<file path="src/rtl/alu_share_arb.sv">
// alu_share_arb -- shares one ALU between the two issue lanes of the
// dual-issue core.
//
// Each lane offers an ALU operation on a valid/ready handshake. A
// round-robin arbiter grants one lane per cycle. The granted lane drives
// the shared alu, and the result lands in a one-entry output register that
// has its own valid/ready handshake toward writeback.
//
// Ports
//   clk, reset            rising-edge clock, asynchronous active-high reset
//   reqN_valid/ready      lane N handshake (N = 0, 1)
//   reqN_ctl/a/b/tag      lane N ALU control code, operands and tag
//   res_valid/ready       result register handshake
//   res_lane/tag/out      lane, tag and ALU result of the held result
//
// Optional feature (macro ALU_ARB_STALL_CNT_EN)
//   stall0_cnt, stall1_cnt  saturating 16-bit counters of cycles in which
//                           reqN_valid=1 and reqN_ready=0

// Combinational ALU.
// Control codes: 2 add, 6 sub, 0 and, 1 or, 12 nor, 13 xor, 7 slt (signed).
// Any other code gives 0.
module alu (
    input  logic [3:0]  ctl,
    input  logic [31:0] a,
    input  logic [31:0] b,
    output logic [31:0] out
);
    logic [31:0] sum;
    logic [31:0] diff;
    logic        ovf;
    logic        slt;

    always_comb begin
        sum  = a + b;
        diff = a + ~b + 32'd1;
        // Signed overflow of a-b: the operand signs differ and the sign of
        // the difference differs from the sign of a.
        ovf  = (a[31] != b[31]) && (diff[31] != a[31]);
        slt  = diff[31] ^ ovf;
        case (ctl)
            4'd2:    out = sum;
            4'd6:    out = diff;
            4'd0:    out = a & b;
            4'd1:    out = a | b;
            4'd12:   out = ~(a | b);
            4'd13:   out = a ^ b;
            4'd7:    out = {31'd0, slt};
            default: out = '0;
        endcase
    end
endmodule

module alu_share_arb #(
    parameter int unsigned TAG_W = 4
) (
    input  logic             clk,
    input  logic             reset,
    input  logic             req0_valid,
    input  logic [3:0]       req0_ctl,
    input  logic [31:0]      req0_a,
    input  logic [31:0]      req0_b,
    input  logic [TAG_W-1:0] req0_tag,
    output logic             req0_ready,
    input  logic             req1_valid,
    input  logic [3:0]       req1_ctl,
    input  logic [31:0]      req1_a,
    input  logic [31:0]      req1_b,
    input  logic [TAG_W-1:0] req1_tag,
    output logic             req1_ready,
    output logic             res_valid,
    output logic             res_lane,
    output logic [TAG_W-1:0] res_tag,
    output logic [31:0]      res_out,
    input  logic             res_ready
`ifdef ALU_ARB_STALL_CNT_EN
    ,
    output logic [15:0]      stall0_cnt,
    output logic [15:0]      stall1_cnt
`endif
);
    logic             res_valid_q, res_valid_d;
    logic             res_lane_q, res_lane_d;
    logic [TAG_W-1:0] res_tag_q, res_tag_d;
    logic [31:0]      res_out_q, res_out_d;
    logic             last_grant_q, last_grant_d;

    logic             can_accept;
    logic             grant;
    logic             accept;
    logic [3:0]       alu_ctl;
    logic [31:0]      alu_a;
    logic [31:0]      alu_b;
    logic [31:0]      alu_out;

    // Grant and ready depend only on the handshake state, never on operands.
    always_comb begin
        can_accept = !res_valid_q || res_ready;
        // Both valid: take the lane that did not win last. Otherwise take
        // whichever lane is valid; with no request the mux idles on lane 0.
        if (req0_valid && req1_valid) begin
            grant = ~last_grant_q;
        end else begin
            grant = req1_valid;
        end
        // Readies are held low while reset is asserted.
        req0_ready = !reset && can_accept && !grant && req0_valid;
        req1_ready = !reset && can_accept &&  grant && req1_valid;
        accept     = req0_ready || req1_ready;
    end

    always_comb begin
        alu_ctl = grant ? req1_ctl : req0_ctl;
        alu_a   = grant ? req1_a   : req0_a;
        alu_b   = grant ? req1_b   : req0_b;
    end

    alu u_alu (
        .ctl (alu_ctl),
        .a   (alu_a),
        .b   (alu_b),
        .out (alu_out)
    );

    always_comb begin
        res_valid_d  = res_valid_q;
        res_lane_d   = res_lane_q;
        res_tag_d    = res_tag_q;
        res_out_d    = res_out_q;
        last_grant_d = last_grant_q;
        if (accept) begin
            // Accepting while draining is allowed, so there is no bubble.
            res_valid_d  = 1'b1;
            res_lane_d   = grant;
            res_tag_d    = grant ? req1_tag : req0_tag;
            res_out_d    = alu_out;
            last_grant_d = grant;
        end else if (res_ready && res_valid_q) begin
            res_valid_d = 1'b0;
        end
    end

    always_ff @(posedge clk or posedge reset) begin
        if (reset) begin
            res_valid_q  <= 1'b0;
            res_lane_q   <= 1'b0;
            res_tag_q    <= '0;
            res_out_q    <= '0;
            last_grant_q <= 1'b1;
        end else begin
            res_valid_q  <= res_valid_d;
            res_lane_q   <= res_lane_d;
            res_tag_q    <= res_tag_d;
            res_out_q    <= res_out_d;
            last_grant_q <= last_grant_d;
        end
    end

    always_comb begin
        res_valid = res_valid_q;
        res_lane  = res_lane_q;
        res_tag   = res_tag_q;
        res_out   = res_out_q;
    end

`ifdef ALU_ARB_STALL_CNT_EN
    logic [15:0] stall0_q, stall0_d;
    logic [15:0] stall1_q, stall1_d;

    always_comb begin
        stall0_d = stall0_q;
        stall1_d = stall1_q;
        if (req0_valid && !req0_ready && (stall0_q != '1)) begin
            stall0_d = stall0_q + 16'd1;
        end
        if (req1_valid && !req1_ready && (stall1_q != '1)) begin
            stall1_d = stall1_q + 16'd1;
        end
    end

    always_ff @(posedge clk or posedge reset) begin
        if (reset) begin
            stall0_q <= '0;
            stall1_q <= '0;
        end else begin
            stall0_q <= stall0_d;
            stall1_q <= stall1_d;
        end
    end

    always_comb begin
        stall0_cnt = stall0_q;
        stall1_cnt = stall1_q;
    end
`endif
endmodule

</file>
<file path="config.mk">
export PLATFORM = sky130hd
export DESIGN_NAME = alu_share_arb
export DESIGN_NICKNAME = d
export VERILOG_FILES = /design/src/rtl/alu_share_arb.sv
export SDC_FILE = /design/constraint.sdc
export NUM_CORES = 1
export LEC_CHECK = 0
export ABC_AREA = 1
export CAP_MARGIN = 0
export CORE_AREA = 2 2 146 148
export CTS_BUF_LIST = sky130_fd_sc_hd__clkbuf_2
export DETAILED_ROUTE_END_ITERATION = 7
export DIE_AREA = 0 0 148 150
export HOLD_SLACK_MARGIN = 0.08
export PLACE_DENSITY = 0.73
export SLEW_MARGIN = 0
export SYNTH_ARGS = -nofsm -noshare
export SYNTH_HDL_FRONTEND = slang
export SYNTH_SLANG_ARGS = --single-unit
export TNS_END_PERCENT = 100
</file>
<file path="constraint.sdc">
create_clock -name clk -period 5.39 [get_ports clk]
set_clock_uncertainty 0.05 [all_clocks]
set_input_delay 0.8085 -clock clk [delete_from_list [all_inputs] [get_ports clk]]
set_output_delay 0.8085 -clock clk [all_outputs]
set_load 0.005 [all_outputs]
</file>
Yosys cells after proc, flatten, opt, wreduce, memory -nomap -nowiden
Cells that the tools add are included.

Flip-flop bits (word level): 39. Latch bits: 0. Bits in writable memories: 0. Memory bits (read-only): 0. Input bits: 149. Output and inout bits: 40. Memories kept: 0.

$add $sub $neg: 3. Multipliers: 0. Div/mod/pow operators: 0. Magnitude comparators: 0. Equality and inequality tests: 8. Shift-type cells: 0. Muxes and demuxes: 8. Bitwise gates (word level): 7. Reductions and logical operators: 15.

Operators by type and width (count): 32-bit one-hot mux with 7 select lines (1); 32-bit adder (2); 32-bit 2-to-1 mux (2); 32-bit inverter (2); 32-bit by 1-bit adder with 32-bit output (second input constant) (1); 32-bit bitwise AND (1); 32-bit bitwise OR (1); 32-bit bitwise XOR (1); 4-bit by 3-bit == test with 1-bit output (second input constant) (2); 4-bit == test (second input constant) (2); 1-bit logical AND (8); 4-bit 2-to-1 mux (2); 4-bit by 1-bit == test with 1-bit output (second input constant) (1); 4-bit by 2-bit == test with 1-bit output (second input constant) (1); 4-bit logical NOT (1); 1-bit logical NOT (3); 1-bit 2-to-1 mux (3); 1-bit logical OR (2); 1-bit inequality test (2); 2-bit nonzero test (1); 1-bit inverter (1); 1-bit bitwise XOR (1).

Depth between registers and ports, before layout
Gate-level depths: netlist of the first run.

Depth after elaboration: 10. Depth in mapped cells: 27. Mapped depth without buffers: 24.

Hierarchy
A second synthesis of the first run with hierarchy kept.

Cell total of the unflattened synthesis: 1666. Area, all modules: 8817.2 µm².

By module, submodules not included: alu (times used 1, cells an instance 1258, area an instance 6339.8 µm², sequential area each 0.0 µm²); alu_share_arb (times used 1, cells an instance 408, area an instance 2477.4 µm², sequential area each 977.2 µm²).

Least setup slack after synthesis of the first run
Ideal clock, no wire load.

Kind: input to register. Start: in req0_valid. End: reg res_out_q[31], in the netlist res_out[31]. Library setup time: 0.117 ns. Arrival time: 3.884 ns. Path slack: 1.340 ns. Stages: 25. Path buffers: 4. Path through: nand2_2 nand2_4 buf_6 clkbuf_1 clkbuf_1 nand2_1 o21ai_0 ha_1 buf_2 nor2_1 inv_1 nor3_1 nand2_1 nor2_1 nand2_1 nand2_1 nand2_1 nand2_1 a21oi_1 fa_1 o211ai_1 nor2_1 nand2_1 nand2_1 nand2_1.

Longest elaborated chain between the ends: 7. Elaborated cells between the ends (all ways): 27.

RTL lines: start, declared (line 59) `input logic req0_valid,`; 1-bit logical AND (line 101) `if (req0_valid && req1_valid) begin`; 1-bit 2-to-1 mux (line 101); 32-bit 2-to-1 mux (line 115) `alu_b = grant ? req1_b : req0_b;`; 32-bit inverter (line 36) `diff = a + ~b + 32'd1;`; 32-bit adder (line 36); 32-bit by 1-bit adder with 32-bit output (line 36); 32-bit one-hot mux with 7 select lines (line 41) `case (ctl)`; end signal, assigned (line 154) `res_out_q <= res_out_d;`; end, declared (line 85) `logic [31:0] res_out_q, res_out_d;`.

Several ways; a longest one is shown, not always the timed one. A chain may end at the register's enable or synchronous reset.

Final worst setup path of the first run
Same ends and word-level chain as after synthesis.

==> impl_results.md, run 1 <==
- Crit Path Max Fanout: 54
- DP Worst Slack: between 600 and 700 ps
- Register area share after synthesis: 10.72%
- Layout Utilization: between 50% and 60%
- Synth Cell Area: roughly 9000 um^2
- Synth Flop Type: dfrtp_1
- Post-route antenna net violation count: 0
- Final instance area: between 10,000 and 15,000 um^2
- Final worst path period need: roughly 4300 ps
- Rel. slew slack: between 40% and 50%
- Detailed placer's ending HPWL: slightly below 30 mm
- Grt ovf: 0
- Status: complete, no violations
- Drt pass-1 iters: 7
- #FFs+latches synth: 39
- Number of I/O pins: roughly 190
- Final Worst Setup Slack: 1100 ps
- P_leak: between 6 and 7 nW
- Largest delay share family, worst path: simple AND/OR/NAND/NOR gates
- Synthesized Nets: between 1,500 and 2,000
- RSZ-0062 raised after global routing: no
- Min-delay src: res_out[14]$_DFFE_PP0P_
- Post-synth cell types: 39
- Initial antenna violation count: 1
- Number of synthesized flops with an enable pin: 0
- Syn Area/Cell: about 5.2 um^2
- Data required, critical path: 5750 ps
- Vias: 10,970
- Die W: between 100 and 150 um
- CP endpoint kind: flip-flop
- Setup TNS: 0 ps
- Crit Reg-Reg Endpoint: res_out[31]$_DFFE_PP0P_
- Fin Hold WS: ~460 ps
- Worst Hold End: res_out[14]$_DFFE_PP0P_
- Number of global-route vias before repair: 10,294
- Cell depth of the worst hold path: 2
- WL/cell: roughly 16 um
- Buf+Inv Stages, Crit Path: 3
- R2R cell count: 21
- WP data arrival: roughly 4700 ps
- Post-cts resize count: 0
- Share of the synthesized area in the top cell type: between 20% and 30%
- Power consumption: approximately 2.7 mW
- Post-synth top cells: nand2_1, inv_1, nor2_1
- CTS sink cnt: 39
- Max Clk Rate: 233.1 MHz
- Final Hold Vio Count: 0
- Gpl congestion: between 0.9 and 1
- Worst-case vdd ir drop: between 0.0001 and 0.00015 V
- Root buffer cell: clkbuf_2
- Row cnt: 53
- Chip height: roughly 150 um
- # nets final: approximately 2,100
- Starting density of the core: roughly 44%
- Layout cells sized above 1: under 10%
- Vias per Instance: 5.041
- Post-CTS Setup Inserts: 0
- Maxcap violations: 0
- Synth area leaders: nand2_1, inv_1, ha_1
- Area Growth Syn to Fin: 23.22%
- Die area: roughly 22,000 um^2
- Yosys top cell by area: nand2_1
- Max Slew Vio Count: 0
- R2R Setup Slk: 1320 ps
- Pwr/cell area: 241.9 nW/um^2
- CP Launch Type: input pin
- Core Area: approximately 21,000 um^2
- Clock-pin slew on the worst setup and hold paths: 200 ps
- Post-Route WL: ~35 mm
- Hold buffers post-CTS: 0
- Non-filler cells, final: 2,176
- DRC: 0
- Origin of the critical flop-to-flop path: last_grant_q$_DFFE_PP1P_
- Post-Syn Instances: between 1,500 and 2,000
- Critical-path top delay cell: clkdlybuf4s50_1
- CP dominant cell by count: nand2_1
- Setup violations, final: 0
- GRT Util Overall: 31.29%
- Clock network latency to the later pin of the worst-skew pair: 480 ps
- Crit-path cells: clkdlybuf4s50_1, nand2_2, nand2_4, buf_12, o21ai_0, ha_1, inv_1, a21oi_1, nand2_1, nand2_1, nand3_1, nand2_1, nand2_1, nand2_1, nand2_1, a21oi_1, fa_1, o211ai_1, nor2_1, nand2_1, nand2_1, nand2_1
- Port bufs: ~190
- DP Area: 11,140 um^2
- Pin count of the biggest net entering global routing: 76
- Fin crit share: about 80%
- Worst Hold Class: reg -> reg
- Critical path type: in -> reg
- CTS tree: yes
- CTS HTree Levels: 2
- Synthesis Warnings: 0
- Most frequent cell after synthesis: nand2_1
- Inst Count DP: 2,167
- TritonCTS Buffers: 5
- CP max stage delay: 490 ps
- First-pass GRT wire length: roughly 54 mm
- Clock Path Buffers: 2
- Async SR Flop Fraction: 100.0%
- DR iter-0 viols: around 740
- Worst-margin pin slew: between 800 and 900 ps
worst max path at each step:
stage | from | end | slack [ps] | depth (start not counted)
3_5_place_dp | req0_valid | res_out[31]$_DFFE_PP0P_ | 620 | 22
6_report | req0_valid | res_out[31]$_DFFE_PP0P_ | 1100 | 22
3_3_place_gp | req0_valid | res_out[31]$_DFFE_PP0P_ | 680 | 22
2_1_floorplan | req0_valid | res_out[31]$_DFFE_PP0P_ | 1340 | 25
5_1_grt | req0_valid | res_out[31]$_DFFE_PP0P_ | 740 | 24
4_1_cts | req0_valid | res_out[31]$_DFFE_PP0P_ | 1150 | 22
cell families (layout without fill, tap and decap cells):
group / count (synthesis) / count (layout) / share of synthesized area, %
simple gates: 964 / 964 / 43.34
xor+xnor: 2 / 2 / 0.1922
mux: 2 / 2 / 0.2196
compound gates: 210 / 210 / 12.74
flops: 39 / 39 / 10.72
buf+inv: 436 / 585 / 19.09
fa+ha+maj: 98 / 98 / 13.70
other cells: 0 / 1 / 0
worst min-delay path, delay by kind of cell, from the launching register on:
family,cells,cell delay [ps]
flops,1,390
simple gates,2,100
power breakdown:
part	total [mW]	internal [mW]	switching, mW
combinational	2.03	0.751	1.28
sequential	0.448	0.391	0.0570
clock	0.240	0.127	0.113
total	2.72	1.27	1.45
cells in the final DEF (no fill, tap or decap), types with 38 or more instances in the layout:
cell type	n
nand2_1	643
inv_1	371
clkdlybuf4s50_1	188
nor2_1	134
nand3_1	129
o21ai_0	101
ha_1	95
a21oi_1	49
dfrtp_1	38
flip-flops by register name (all words and copies together), names as in the netlist:
register      flops
last_grant_q      1
res_lane          1
res_out          32
res_tag           4
res_valid         1
layer usage:
metal	wire [um]	vias to the layer above	GRT usage, %
met2	16820	413	55.30
met3	1994	79	3.476
met5	0	-	0
li1	-	5604	-
met1	14660	4874	37.70
met4	1812	0	15.38
final cells by class:
class / count / area (um^2)
fill: 2308 / 9457
timing repair buffer: 201 / 2004
clock buffer: 6 / 30.03
sequential: 39 / 977.2
clock inverter: 2 / 60.06
antenna: 1 / 2.502
multi-input combinational: 1276 / 6401
tap: 275 / 344.1
inverter: 376 / 1414
No activity file was read; power rests on OpenSTA's default activity.
==> run 2, diff against run 1 <==
==> constraint.sdc (replaced) <==
create_clock -name clk -period 4.5 [get_ports clk]
set_clock_uncertainty 0.05 [all_clocks]
set_input_delay 0.675 -clock clk [delete_from_list [all_inputs] [get_ports clk]]
set_output_delay 0.675 -clock clk [all_outputs]
set_load 0.005 [all_outputs]
==> impl_results.md, run 2 (synthesis results as in run 1) <==
- Critical path type: in -> reg
- Area Growth Syn to Fin: 27.37%
- Chip height: 150 um (unchanged)
- CP endpoint kind: flip-flop
- Multi-input logic area: 6401 um^2 (unchanged)
- Vias: 11,122 (+1.4%)
- Maxcap violations: 0 (unchanged)
- Row cnt: 53 (unchanged)
- Root buffer cell: clkbuf_2
- FF/Latch Area: 977.2 um^2 (unchanged)
- Crit Path Max Fanout: 32 (-41%)
- Data required, critical path: 4850 ps (-900 ps)
- Post-Route WL: 35.31 mm (about the same)
- Hold buffers post-CTS: 0 (unchanged)
- Max Clk Rate: 249.2 MHz
- Most frequent cells in the layout: nand2_1, inv_1, clkdlybuf4s50_1
- Starting density of the core: 44.06% (unchanged)
- CTS sink cnt: 39 (unchanged)
- Number of global-route vias before repair: 10,408 (+1.1%)
- Post-cts resize count: 0 (unchanged)
- Final worst path period need: 4012 ps
- P_sw: 1.752 mW (+21%)
- P_leak: 6.704 nW (+3.8%)
- GRT Util Overall: 31.39% (+0.10 points)
- Final Hold Vio Count: 0 (unchanged)
- Port bufs: 188 (unchanged)
- Worst-margin pin slew: 515.5 ps (-285.1 ps)
- DRC: 0 (unchanged)
- CTS tree: yes
- Max Slew Vio Count: 0 (unchanged)
- Grt ovf: 0 (unchanged)
- Largest register FFs: 32 (unchanged)
- Worst Hold Class: reg -> reg
- Most common cell after layout, fill and taps aside: nand2_1
- Worst-case vdd ir drop: 0.0001103 V (-2.0%)
- Number of I/O pins: 189 (unchanged)
- Filler cells: 2,226 (-3.6%)
- CP Launch Type: input pin
- Int Pwr: 1.510 mW (+19%)
- Setup violations, final: 0 (unchanged)
- Clock Path Buffers: 2 (unchanged)
- WP data arrival: 4360 ps (-290 ps)
- Core Area: 20,690 um^2 (unchanged)
- Setup TNS: 0 ps (unchanged)
- First-pass GRT wire length: 54.28 mm (+0.77%)
- R2R Setup Slk: 600 ps (-720 ps)
- Sequential share of power: 16.3% (-0.2 points)
- TritonCTS Buffers: 5 (unchanged)
- RSZ-0062 raised after global routing: no
- Clock-pin slew on the worst setup and hold paths: 180 ps (-20 ps)
- Combinational power share: 78.4% (+3.7 points)
- Rel. slew slack: 65.27% (+19 points)
- CTS HTree Levels: 2 (unchanged)
- Initial antenna violation count: 1 (unchanged)
- Status: complete, no violations
- Layout Utilization: 56.12% (+1.8 points)
- Layout cells sized above 1: 6.036% (+2.7 points)
- Drt pass-1 iters: 6 (-1)
- Pwr/cell area: 280.9 nW/um^2 (+16%)
- Detailed placer's ending HPWL: 29.83 mm (+2.4%)
- DR iter-0 viols: 688 (-6.4%)
- Vias per Instance: 4.985 (-1.1%)
- Die W: 148 um (unchanged)
- # nets final: 2,201 (+2.6%)
- WL/cell: 15.83 um (-2.4%)
- Post-route antenna net violation count: 0 (unchanged)
- Clock network latency to the later pin of the worst-skew pair: 470 ps (about the same)
- Gpl congestion: 0.9608 (-1.4%)
- Clock power share: 5.3% (-3.5 points)
- Post-CTS Setup Inserts: 0 (unchanged)
- Pin count of the biggest net entering global routing: 60 (-21%)
- Sw Ratio: 53.70% (+0.39 points)
- Fin crit share: between 80 and 90%
- Die area: 22,200 um^2 (unchanged)
run 2: cell count changes in the layout (fill, tap and decap cells not counted), sizes merged:
cell | before | now
bufinv | 2 | 0
buf | 13 | 68
clkinvlp | 0 | 1
clkinv | 0 | 1
run 2: critical path, stage by stage:
cell and delay [ps]:
clkdlybuf4s50_1 430, nand2_2 100, nand2_4 140, buf_12 210, buf_4 150, o21ai_0 230, inv_1 100, ha_1 230
a21oi_1 160, buf_4 150, nand2_1 80, nand2_1 90, nand3_1 150, nand2_1 120, nand2_1 80, nand2_1 100
nand2_1 60, a21oi_1 210, fa_1 450, o211ai_1 200, nor2_1 60, nand2_1 60, nand2_1 50, nand2_1 70
run 2: power groups by stage:
stage	combinational [mW]	sequential, mW	clock, mW
after floorplan	1.46	0.547	0
after global placement	2.51	0.540	0
after detailed placement	2.53	0.542	0
after CTS	2.54	0.534	0.181
after global routing	2.84	0.548	0.188
final	2.56	0.533	0.173
run 2: stage by stage:
stage | cell area, um^2 | cells | setup WS (ps) | power, mW | hold WS (ps)
final | 11610 | 2231 | 487.8 | 3.262 | 452.4
after global routing | 11610 | 2231 | 152.8 | 3.572 | 465.3
after CTS | 11610 | 2230 | 531.9 | 3.253 | 451.8
after detailed placement | 11570 | 2222 | 52.98 | 3.068 | 414.0
after global placement | 11570 | 2222 | 119.9 | 3.050 | 412.2
after floorplan | 9116 | 1751 | 583.4 | 2.003 | 399.3
run 2: final timing paths:
check,from,to,cells after the start
worst min register to register,res_out[14]$_DFFE_PP0P_,res_out[14]$_DFFE_PP0P_,2
worst max-delay path,req0_valid,res_out[31]$_DFFE_PP0P_,24
min in group asynchronous,reset,res_valid$_DFFE_PP0P_,3
worst min-delay path,res_out[14]$_DFFE_PP0P_,res_out[14]$_DFFE_PP0P_,2
worst max register to register,last_grant_q$_DFFE_PP1P_,res_out[31]$_DFFE_PP0P_,23
max in group asynchronous,reset,res_out[29]$_DFFE_PP0P_,3
run 2: final cells by class:
class,count,share of cell area (%)
Clock buffer,6,0.2586
Clock inverter,2,0.1078
Sequential cell,39,8.416
Inverter,376,12.18
Tap cell,275,2.963
Antenna cell,1,0.02155
Multi-Input combinational cell,1276,55.13
Timing Repair Buffer,256,20.93
run 2: layer usage:
metal | wire length, um | GRT usage (%) | share of wire (%) | up-vias
met1 | 14670 | 37.58 | 42 | 4975
met2 | 17100 | 56.60 | 48 | 356
met5 | 0 | 0 | 0 | -
met4 | 1570 | 13.57 | 4.4 | 0
li1 | - | - | - | 5713
met3 | 1971 | 3.628 | 5.6 | 78
==> run 3, diff against run 2 <==
--- a/config.mk
+++ b/config.mk
@@ -11,9 +11,9 @@
 export CTS_BUF_LIST = sky130_fd_sc_hd__clkbuf_2
 export DETAILED_ROUTE_END_ITERATION = 7
 export DIE_AREA = 0 0 148 150
+export GPL_TIMING_DRIVEN = 0
 export HOLD_SLACK_MARGIN = 0.08
 export PLACE_DENSITY = 0.73
-export SLEW_MARGIN = 0
 export SYNTH_ARGS = -nofsm -noshare
 export SYNTH_HDL_FRONTEND = slang
 export SYNTH_SLANG_ARGS = --single-unit
==> impl_results.md, run 3 (synthesis results as in run 1) <==
- WP data arrival: 4720 ps (+360 ps)
- Fin crit share: 96.16% (+7.0 points)
- P_leak: 6.617 nW (-1.3%)
- DP Worst Slack: -1690 ps (-1743 ps)
- Grt ovf: 0 (unchanged)
- Chip height: 150 um (unchanged)
- CP endpoint kind: flip-flop
- First-pass GRT wire length: 56.52 mm (+4.1%)
- Die W: 148 um (unchanged)
- Number of global-route vias before repair: 10,541 (+1.3%)
- CP dominant cell by count: nand2_1
- Clock Path Buffers: 2 (unchanged)
- Most frequent cells in the layout: nand2_1, inv_1, clkdlybuf4s50_1
- Largest delay share family, worst path: simple AND/OR/NAND/NOR gates
- Area Growth Syn to Fin: 26.43%
- Core Area: 20,690 um^2 (unchanged)
- Critical path type: in -> reg
- Setup violations, final: 0 (unchanged)
- Vias per Instance: 5.082 (+1.9%)
- Maxcap violations: 0 (unchanged)
- CP max stage delay: 500 ps (+50 ps)
- Worst Hold Class: reg -> reg
- Fin Hold WS: 447.2 ps (-5.153 ps)
- Power consumption: 3.263 mW (about the same)
- Rel. slew slack: 42.21% (-23 points)
- Initial antenna violation count: 0 (-1)
- Ant diodes: 0 (-1)
- Status: complete, no violations
- Gpl congestion: 1.004 (+4.5%)
- Post-Route WL: 37.68 mm (+6.7%)
- Drt pass-1 iters: 5 (-1)
- Root buffer cell: clkbuf_2
- Most common cell after layout, fill and taps aside: nand2_1
- Max Clk Rate: 231.1 MHz (-7.3%)
- Worst-case vdd ir drop: 0.0001446 V (+31%)
- Critical-path top delay cell: clkdlybuf4s50_1
- Detailed placer's ending HPWL: 31.55 mm (+5.8%)
- Data required, critical path: 4890 ps (+40 ps)
- Buf+Inv Stages, Crit Path: 6 (+1)
- TritonCTS Buffers: 5 (unchanged)
- Number of I/O pins: 189 (unchanged)
- Port bufs: 188 (unchanged)
- Pwr/cell area: 283.1 nW/um^2 (+0.77%)
- Final worst path period need: 4327 ps (+314.9 ps)
- Filler cells: 2,253 (+1.2%)
- Vias: 11,282 (+1.4%)
- Starting density of the core: 44.06% (unchanged)
- CTS sink cnt: 39 (unchanged)
- Largest register FFs: 32 (unchanged)
- Final Worst Setup Slack: 172.8 ps (-314.9 ps)
- # nets final: 2,191 (-0.45%)
- Crit Path Max Fanout: 10 (-69%)
- Post-route antenna net violation count: 0 (unchanged)
- Setup TNS: 0 ps (unchanged)
- Hold buffers post-CTS: 0 (unchanged)
- Clock-pin slew on the worst setup and hold paths: 230 ps (+50 ps)
- CTS tree: yes
- Worst-margin pin slew: 865.6 ps (+350.1 ps)
- CTS HTree Levels: 2 (unchanged)
- DR iter-0 viols: 748 (+8.7%)
- Die area: 22,200 um^2 (unchanged)
- Max Slew Vio Count: 0 (unchanged)
- Pin count of the biggest net entering global routing: 41 (-32%)
- GRT Util Overall: 33.30% (+1.9 points)
- Final Hold Vio Count: 0 (unchanged)
- WL/cell: 16.97 um (+7.2%)
- DRC: 0 (unchanged)
- Row cnt: 53 (unchanged)
- CP Launch Type: input pin
- Layout cells sized above 1: 5.913% (-0.12 points)
- Clock network latency to the later pin of the worst-skew pair: 470 ps (about the same)
## run 3: power by group
part | leakage, nW | switching, mW | internal (mW)
clock | 0.0290 | 0.143 | 0.0393
sequential | 0.498 | 0.0647 | 0.468
combinational | 6.09 | 1.61 | 0.942
## run 3: final timing paths
check / from / endpoint / slack (ps) / cells after the start
max: req0_valid / res_out[31]$_DFFE_PP0P_ / 170 / 27
min: last_grant_q$_DFFE_PP1P_ / last_grant_q$_DFFE_PP1P_ / 450 / 2
max reg2reg: last_grant_q$_DFFE_PP1P_ / res_out[31]$_DFFE_PP0P_ / 290 / 26
min reg2reg: last_grant_q$_DFFE_PP1P_ / last_grant_q$_DFFE_PP1P_ / 450 / 2
max in group asynchronous: reset / res_out[5]$_DFFE_PP0P_ / 3230 / 2
min in group asynchronous: reset / res_out[0]$_DFFE_PP0P_ / 590 / 2
## run 3: metal layers
metal  GRT usage [%]  wire length, um  vias up
met1           40.20            15700     5092
met4           18.05             2142        0
met2           58.70            17800      407
li1                -                -     5693
met3           2.713             2042       90
met5               0                0        -
## run 3: area by class of cell
type / count / area [um^2] / area share [%]
inverter: 376 / 1414 / 12.27
buffer: 56 / 400.4 / 3.474
sequential: 39 / 977.2 / 8.478
clock inverter: 2 / 12.51 / 0.1086
tap: 275 / 344.1 / 2.985
timing repair buffer: 190 / 1897 / 16.46
multi-input combinational: 1276 / 6451 / 55.97
clock buffer: 6 / 30.03 / 0.2605
## run 3: what timing repair did
action                                 CTS  global route
setup endpoints to repair               25             3
gates resized for setup                 34            36
gates cloned                             0             0
pin swaps                                0             2
endpoints found under the hold margin    0             0
setup buffers                            0             2
## run 3: per-stage QoR
step | std cells | cell area [um^2] | utilization (%)
4_1_cts | 2219 | 11460 | 55.40
3_5_place_dp | 2214 | 11340 | 54.82
3_3_place_gp | 2214 | 11340 | 54.82
6_report | 2220 | 11530 | 55.71
2_1_floorplan | 1751 | 9116 | -
5_1_grt | 2220 | 11530 | 55.71
## run 3: worst min-delay path: stages, from the launching register on
cell	delay (ps)
dfstp_2	430
nand2_1	60
nand2_1	40
